--- src/rtl/mem_arb_pkg.sv ---
// mem_arb_pkg: shared types for the unified-memory arbiter.
// State and owner encodings plus the latency counter width helper.
package mem_arb_pkg;

  typedef enum logic [1:0] {
    IDLE   = 2'd0,
    ACCESS = 2'd1,
    RESP   = 2'd2
  } state_e;

  typedef enum logic {
    OWN_CPU = 1'b0,
    OWN_DMA = 1'b1
  } owner_e;

  // Counter holds MEM_LAT-1 down to 0; never narrower than one bit.
  function automatic int cnt_w(input int lat);
    return (lat < 2) ? 1 : $clog2(lat);
  endfunction

endpackage

--- src/rtl/arb_rr2.sv ---
// arb_rr2: two-way arbiter, round-robin on a last-owner pointer,
// with a CPU fixed-priority override (prio_c). Purely combinational.
// Ports: req_c/req_d requests, last_owner pointer -> gnt_vld, gnt_own.
module arb_rr2
  import mem_arb_pkg::*;
(
  input  logic   req_c,
  input  logic   req_d,
  input  logic   prio_c,
  input  owner_e last_owner,
  output logic   gnt_vld,
  output owner_e gnt_own
);

  always_comb begin
    gnt_vld = req_c | req_d;
    gnt_own = OWN_CPU;
    unique case (1'b1)
      (req_c & ~req_d): gnt_own = OWN_CPU;
      (~req_c & req_d): gnt_own = OWN_DMA;
      (req_c & req_d): begin
        // Tie: CPU wins under priority, else whoever went last loses.
        if (prio_c || last_owner == OWN_DMA) gnt_own = OWN_CPU;
        else                                 gnt_own = OWN_DMA;
      end
      default: gnt_own = OWN_CPU;
    endcase
  end

endmodule

--- src/rtl/mem_arbiter.sv ---
// mem_arbiter: shares one memory between the CPU (C) and DMA (D) ports.
// Ports: cpu_*/dma_* requester sides, mem_* memory macro side, clk, rst (async, low).
// Each access: IDLE sample -> MEM_LAT ACCESS cycles -> one RESP cycle (done pulse).
module mem_arbiter
  import mem_arb_pkg::*;
#(
  parameter int ADDR_W   = 5,
  parameter int DATA_W   = 8,
  parameter int MEM_LAT  = 2,
  parameter int CPU_PRIO = 0
) (
  input  logic              clk,
  input  logic              rst,
  input  logic              cpu_req,
  input  logic              cpu_we,
  input  logic [ADDR_W-1:0] cpu_addr,
  input  logic [DATA_W-1:0] cpu_wdata,
  output logic [DATA_W-1:0] cpu_rdata,
  output logic              cpu_done,
  output logic              cpu_wait,
  input  logic              dma_req,
  input  logic              dma_we,
  input  logic [ADDR_W-1:0] dma_addr,
  input  logic [DATA_W-1:0] dma_wdata,
  output logic [DATA_W-1:0] dma_rdata,
  output logic              dma_done,
  output logic              dma_gnt,
  output logic [ADDR_W-1:0] mem_addr,
  output logic [DATA_W-1:0] mem_wdata,
  output logic              mem_re,
  output logic              mem_we,
  input  logic [DATA_W-1:0] mem_rdata
);

  localparam int CW = cnt_w(MEM_LAT);
  localparam logic [CW-1:0] CNT_INIT = CW'(MEM_LAT - 1);

  state_e            state_q, state_d;
  owner_e            owner_q, owner_d;
  owner_e            last_q, last_d;
  logic [CW-1:0]     cnt_q, cnt_d;
  logic [ADDR_W-1:0] addr_q, addr_d;
  logic [DATA_W-1:0] wdata_q, wdata_d;
  logic              we_q, we_d;
  logic              re_q, re_d;
  logic              wstb_q, wstb_d;
  logic              gnt_q, gnt_d;
  logic              cdone_q, cdone_d;
  logic              ddone_q, ddone_d;
  logic [DATA_W-1:0] crd_q, crd_d;
  logic [DATA_W-1:0] drd_q, drd_d;

  logic   gnt_vld;
  owner_e gnt_own;

  arb_rr2 u_arb (
    .req_c      (cpu_req),
    .req_d      (dma_req),
    .prio_c     (CPU_PRIO != 0),
    .last_owner (last_q),
    .gnt_vld    (gnt_vld),
    .gnt_own    (gnt_own)
  );

  always_comb begin
    state_d = state_q;
    owner_d = owner_q;
    last_d  = last_q;
    cnt_d   = cnt_q;
    addr_d  = addr_q;
    wdata_d = wdata_q;
    we_d    = we_q;
    re_d    = 1'b0;
    wstb_d  = 1'b0;
    gnt_d   = gnt_q;
    cdone_d = 1'b0;
    ddone_d = 1'b0;
    crd_d   = crd_q;
    drd_d   = drd_q;
    unique case (state_q)
      IDLE: begin
        if (gnt_vld) begin
          owner_d = gnt_own;
          if (gnt_own == OWN_CPU) begin
            addr_d  = cpu_addr;
            wdata_d = cpu_wdata;
            we_d    = cpu_we;
          end else begin
            addr_d  = dma_addr;
            wdata_d = dma_wdata;
            we_d    = dma_we;
          end
          cnt_d   = CNT_INIT;
          re_d    = ~we_d;
          wstb_d  = we_d;
          gnt_d   = (gnt_own == OWN_DMA);
          state_d = ACCESS;
        end
      end
      ACCESS: begin
        if (cnt_q == '0) begin
          if (!we_q) begin
            if (owner_q == OWN_CPU) crd_d = mem_rdata;
            else                    drd_d = mem_rdata;
          end
          cdone_d = (owner_q == OWN_CPU);
          ddone_d = (owner_q == OWN_DMA);
          state_d = RESP;
        end else begin
          cnt_d = cnt_q - CW'(1);
          re_d  = ~we_q;
        end
      end
      RESP: begin
        last_d  = owner_q;
        gnt_d   = 1'b0;
        state_d = IDLE;
      end
      default: state_d = IDLE;
    endcase
  end

  always_ff @(posedge clk or negedge rst) begin
    if (!rst) begin
      state_q <= IDLE;
      owner_q <= OWN_CPU;
      last_q  <= OWN_DMA;
      cnt_q   <= '0;
      addr_q  <= '0;
      wdata_q <= '0;
      we_q    <= 1'b0;
      re_q    <= 1'b0;
      wstb_q  <= 1'b0;
      gnt_q   <= 1'b0;
      cdone_q <= 1'b0;
      ddone_q <= 1'b0;
      crd_q   <= '0;
      drd_q   <= '0;
    end else begin
      state_q <= state_d;
      owner_q <= owner_d;
      last_q  <= last_d;
      cnt_q   <= cnt_d;
      addr_q  <= addr_d;
      wdata_q <= wdata_d;
      we_q    <= we_d;
      re_q    <= re_d;
      wstb_q  <= wstb_d;
      gnt_q   <= gnt_d;
      cdone_q <= cdone_d;
      ddone_q <= ddone_d;
      crd_q   <= crd_d;
      drd_q   <= drd_d;
    end
  end

  assign cpu_rdata = crd_q;
  assign cpu_done  = cdone_q;
  assign cpu_wait  = cpu_req & ~cdone_q;
  assign dma_rdata = drd_q;
  assign dma_done  = ddone_q;
  assign dma_gnt   = gnt_q;
  assign mem_addr  = addr_q;
  assign mem_wdata = wdata_q;
  assign mem_re    = re_q;
  assign mem_we    = wstb_q;

endmodule

--- config.mk ---
export PLATFORM = sky130hd
export DESIGN_NAME = mem_arbiter
export DESIGN_NICKNAME = d
export VERILOG_FILES = /design/src/rtl/mem_arb_pkg.sv /design/src/rtl/arb_rr2.sv /design/src/rtl/mem_arbiter.sv
export SDC_FILE = /design/constraint.sdc
export NUM_CORES = 1
export LEC_CHECK = 0
export CORE_MARGIN = 2
export CORE_UTILIZATION = 41
export CTS_CLUSTER_DIAMETER = 30
export DETAILED_ROUTE_END_ITERATION = 8
export PLACE_DENSITY_LB_ADDON = 0.3
export SYNTH_ARGS = -nofsm -noshare
export SYNTH_HDL_FRONTEND = slang
export SYNTH_SLANG_ARGS = --single-unit
--- constraint.sdc ---
create_clock -name clk -period 2.15 [get_ports clk]
set_input_delay 0.3225 -clock clk [delete_from_list [all_inputs] [get_ports clk]]
set_output_delay 0.3225 -clock clk [all_outputs]
set_load 0.05 [all_outputs]
# Word level (Yosys, flattened, before mapping)

Index checks and enable logic that the tools add are counted.

Bits in registers: 40
Bits of input ports: 40
Word-level logic and storage cells: 62

Add/sub/neg operators: 1
Equal/unequal tests: 4
Multiplexer cells: 24
Bitwise gates (word level): 10
Reduce and logical (&&, ||, !) cells: 9

Operators by type and width:

| operator                                                        | number |
|---|---|
| 1-bit two-way mux                                               | 15 |
| 8-bit two-way mux                                               | 1 |
| 1-bit one-hot mux with 2 select lines                           | 4 |
| 2-bit AND reduction                                             | 4 |
| 4-bit AND reduction                                             | 2 |
| 1-bit NOT                                                       | 6 |
| 5-bit two-way mux                                               | 1 |
| 2-bit two-way mux                                               | 2 |
| 2-bit != test, second input constant                            | 2 |
| 2-bit one-hot mux with 2 select lines                           | 1 |
| 2-bit nonzero test                                              | 2 |
| 1-bit AND                                                       | 3 |
| 2-bit by 1-bit == test with 1-bit output, second input constant | 1 |
| 2-bit == test, second input constant                            | 1 |
| 2-bit logical NOT                                               | 1 |
| 1-bit bitwise OR                                                | 1 |
| 1-bit subtractor, second input constant                         | 1 |

# Depth between registers and ports, before layout

Depth in word-level cells: 9
Mapped depth: 5

# Hierarchy

A second synthesis with hierarchy kept.

Cells, all modules: 133
Area total of the unflattened synthesis: 1680.4 um^2

Modules (own cells, without submodules):

| module      | times used | cells each | area each (um^2) | seq. area each (um^2) |
|---|---|---|---|---|
| mem_arbiter | 1          | 130        | 1662.8           | 1002.2 |
| arb_rr2     | 1          | 3          | 17.5             | 0.0 |

# Worst setup path before layout

OpenSTA, ideal clock, no wires.

Kind: register to register
Start: register state_q[1]
End: register drd_q[0] (netlist: dma_rdata[0])
Setup time: 0.125 ns
Arrival time: 1.607 ns
Required time: 2.025 ns
Slack: 0.417 ns
Cell stages (with the launch flop): 6
Cells stage by stage: dfrtp_1 -> nand2b_1 -> buf_6 -> or4b_4 -> buf_6 -> mux2_4

Cells in the longest elaborated chain, start to end: 2

RTL lines:

| what                                     | RTL line           | source |
|---|---|---|
| start: declaration                       | mem_arbiter.sv:38  | `state_e state_q, state_d;` |
| start signal: assignment                 | mem_arbiter.sv:140 | `state_q <= state_d;` |
| 2-bit by 1-bit == test with 1-bit output | mem_arbiter.sv:80  | `unique case (state_q)` |
| 4-bit AND reduction (no line)            | n/a                |  |
| end signal: assignment                   | mem_arbiter.sv:153 | `drd_q <= drd_d;` |
| end: declaration                         | mem_arbiter.sv:51  | `logic [DATA_W-1:0] drd_q, drd_d;` |

No other way between the ends.
A chain may end at the register's enable or synchronous reset.

# Worst setup path after layout

Ends and elaborated chain as after synthesis.

==> results.yml <==
synthesis:
  synth.area.mux_share_pct: 13.56
  synthMostInstantiatedCell: "dfrtp_1"
  netlist_top_cells_count: "dfrtp_1, nand2_1, a21oi_1"
  synth_top_family_by_area: "multiplexers"
  synth.net_count: 186
  syn_inst: 146
  synth_area_leaders: "dfrtp_1, mux2_4, mux2_2"
  synth-simple-area-share_pct: 12.02
  synth_warnings: 0
  syn-cell-area_mm2: 0.001707
  ys_seq_elements: 40
  yosysSeqAreaShare_pct: 58.72
  yosys_most_used_dff: "dfrtp_1"
  synth_compound_area_share_pct: 12.83
  synth-edff-count: 0
  synth.top_cell.area_share_pct: 57.18
  yosys.area_share.adder_pct: 0
  synth.avg_cell_area_um2: 11.69
  synth.largest_area_cell: "dfrtp_1"
  synth-xor-area-share_pct: 0
  async_flop_share_pct: 100.0
  yosysUniqueCellTypes: 25
drt:
  firstDrtPassIters: 4
  drc: 0
  ant_nets: 0
  routed_wl_mm: 3.873
  wl_per_cell_um: 14.03
  drt_iter0_drc: 93
  vias: 1380
  vias_per_cell: 5.000
grt:
  antenna_found_initial: 0
  first_global_vias: 1341
  grt.total_usage_pct: 18.80
  gr-total-overflow: 0
  grt_start_max_net_pins: 41
  grt_pass1_wl_mm: 6.334
layout:
  layout-drive-gt1-share_pct: 16.37
  area_growth_pct: 54.77
  fillers: 341
  n_antenna_cell: 0
  fin_nets: 265
sta:
  clock.fmax_mhz: 547.9
  relSlewSlack_pct: 43.30
  min_period_ns: 1.825
  final_hold_viol_count: 0
  finClkSkew_ns: 0.005574
  rsz0062_at_grt: "no"
  fin_crit_sh_pct: 84.88
  fin_tns_setup_ns: 0
  drv_slew: 0
  worst_pin_slew_ns: 0.8504
  setup_viol: 0
clock_network:
  htree_levels: 2
  clk_pin_slew_ns: 0.08
  clock_latency_ns: 0.29
  cts_root_buf: "clkbuf_8"
  clock_path_buffers: 2
  cts_made_buffers: 5
  numClockSinks: 40
  postCtsResizedCells: 0
  cts_tree: "done"
  post_cts_buffers: 0
  hold_buffers: 0
floorplan:
  die_h_um: 68.52
  core_area_mm2: 0.004000
  die_area_mm2: 0.004694
  fp-row-count: 23
  pin_count: 75
  die_w_um: 68.52
  initial_utilization_pct: 42.67
power:
  power.leakage_nw: 1.138
  power_mw: 4.794
  pwr_density_cell_mw_per_mm2: 1815
  ir_drop_v: 0.0007058
critical_path:
  crit_required_ns: 2.32
  worstSetupEndpointType: "register"
  cp_max_fo: 8
  r2r.worst_path.cells: 3
  arrival_ns: 2.00
  worstSetupPathType: "register to register"
  start_kind: "register"
status:
  status: "complete, no violations"
placed_design:
  place_congestion: 0.7178
  dpl.hpwl_mm: 2.855
  numPortBuffers: 74
job:
  maxCapViolations: 0
min_path:
  hp-class: "input port to asynchronous set/reset pin"
-- final cells by class --
| cell class | instances | area (µm²) | share of cell area (%) |
|---|---|---|---|
| Sequential cell | 40 | 1002 | 37.94 |
| Inverter | 1 | 3.754 | 0.1421 |
| Clock inverter | 1 | 30.03 | 1.137 |
| Clock buffer | 7 | 96.34 | 3.648 |
| Tap cell | 50 | 62.56 | 2.369 |
| Multi-Input combinational cell | 97 | 655.6 | 24.82 |
| Timing Repair Buffer | 80 | 790.8 | 29.94 |
-- path summary, 6_finish.rpt --
check	start	end	slack, ns
hold / removal	rst	cpu_rdata[4]	0.14
setup reg to reg	state_q[1]	dma_rdata[0]	0.32
setup / recovery	state_q[1]	dma_rdata[0]	0.32
hold reg to reg	cpu_rdata[0]	cpu_rdata[0]	0.51
min in group clk	cpu_rdata[0]	cpu_rdata[0]	0.51
max in group asynchronous	rst	mem_wdata[3]	1.48
-- registers in the layout, indices dropped and copies added (netlist names), 2 cells and up --
register and cells:
dma_rdata 8, state_q 2, mem_wdata 8, cpu_rdata 8, mem_addr 5
-- critical path, stage by stage, from the launching register on --
cell and delay (ns):
dfrtp_1 0.42, nand2b_1 0.27, or4b_4 0.68, mux2_4 0.34
-- report_power, final --
group          switching, mW  internal (mW)  leakage [nW]
sequential             0.246           1.14         0.468
combinational           1.69           1.05         0.606
clock                  0.256          0.409        0.0645
total                   2.20           2.60          1.14
-- placed cells by master (no fill, tap or decap), drive strengths merged --
master,n
a22o,2
buf,8
bufinv,1
or4b,1
and2,1
o21a,2
inv,1
nor2,7
nand2b,1
clkbuf,7
a21bo,1
nor2b,1
mux2,17
nand2,27
mux2i,1
or2,1
o21ai,1
nor4,1
a21oi,15
a21boi,2
nor3,2
dfstp,1
a31oi,13
clkdlybuf4s50,72
or2b,1
dfrtp,39
-- logic make-up (layout without fill, tap and decap cells) --
family | count (synthesis) | after routing
buf+inv | 9 | 89
mux | 18 | 18
simple gates | 43 | 43
compound gates | 36 | 36
flops | 40 | 40
-- metal layers --
metal / track usage, % / share of wire (%) / wire (µm)
met5: 0 / 0 / 0
met2: 28.49 / 47 / 1825
met4: 8.000 / 1.1 / 42
met1: 24.05 / 42 / 1640
met3: 7.143 / 9.4 / 365
-- metrics by stage --
stage	setup slack (ns)	area, µm²	std cells	hold WS, ns	util, %
floorplan	0.4174	1707	146	0.02691	-
global placement	0.3976	2515	268	0.4822	62.87
detailed placement	0.3461	2515	268	0.4859	62.87
CTS	0.3251	2641	276	0.1669	66.03
global route	0.2623	2641	276	0.2174	66.03
finish	0.3250	2641	276	0.1379	66.03
(Power assumes the default switching activity.)
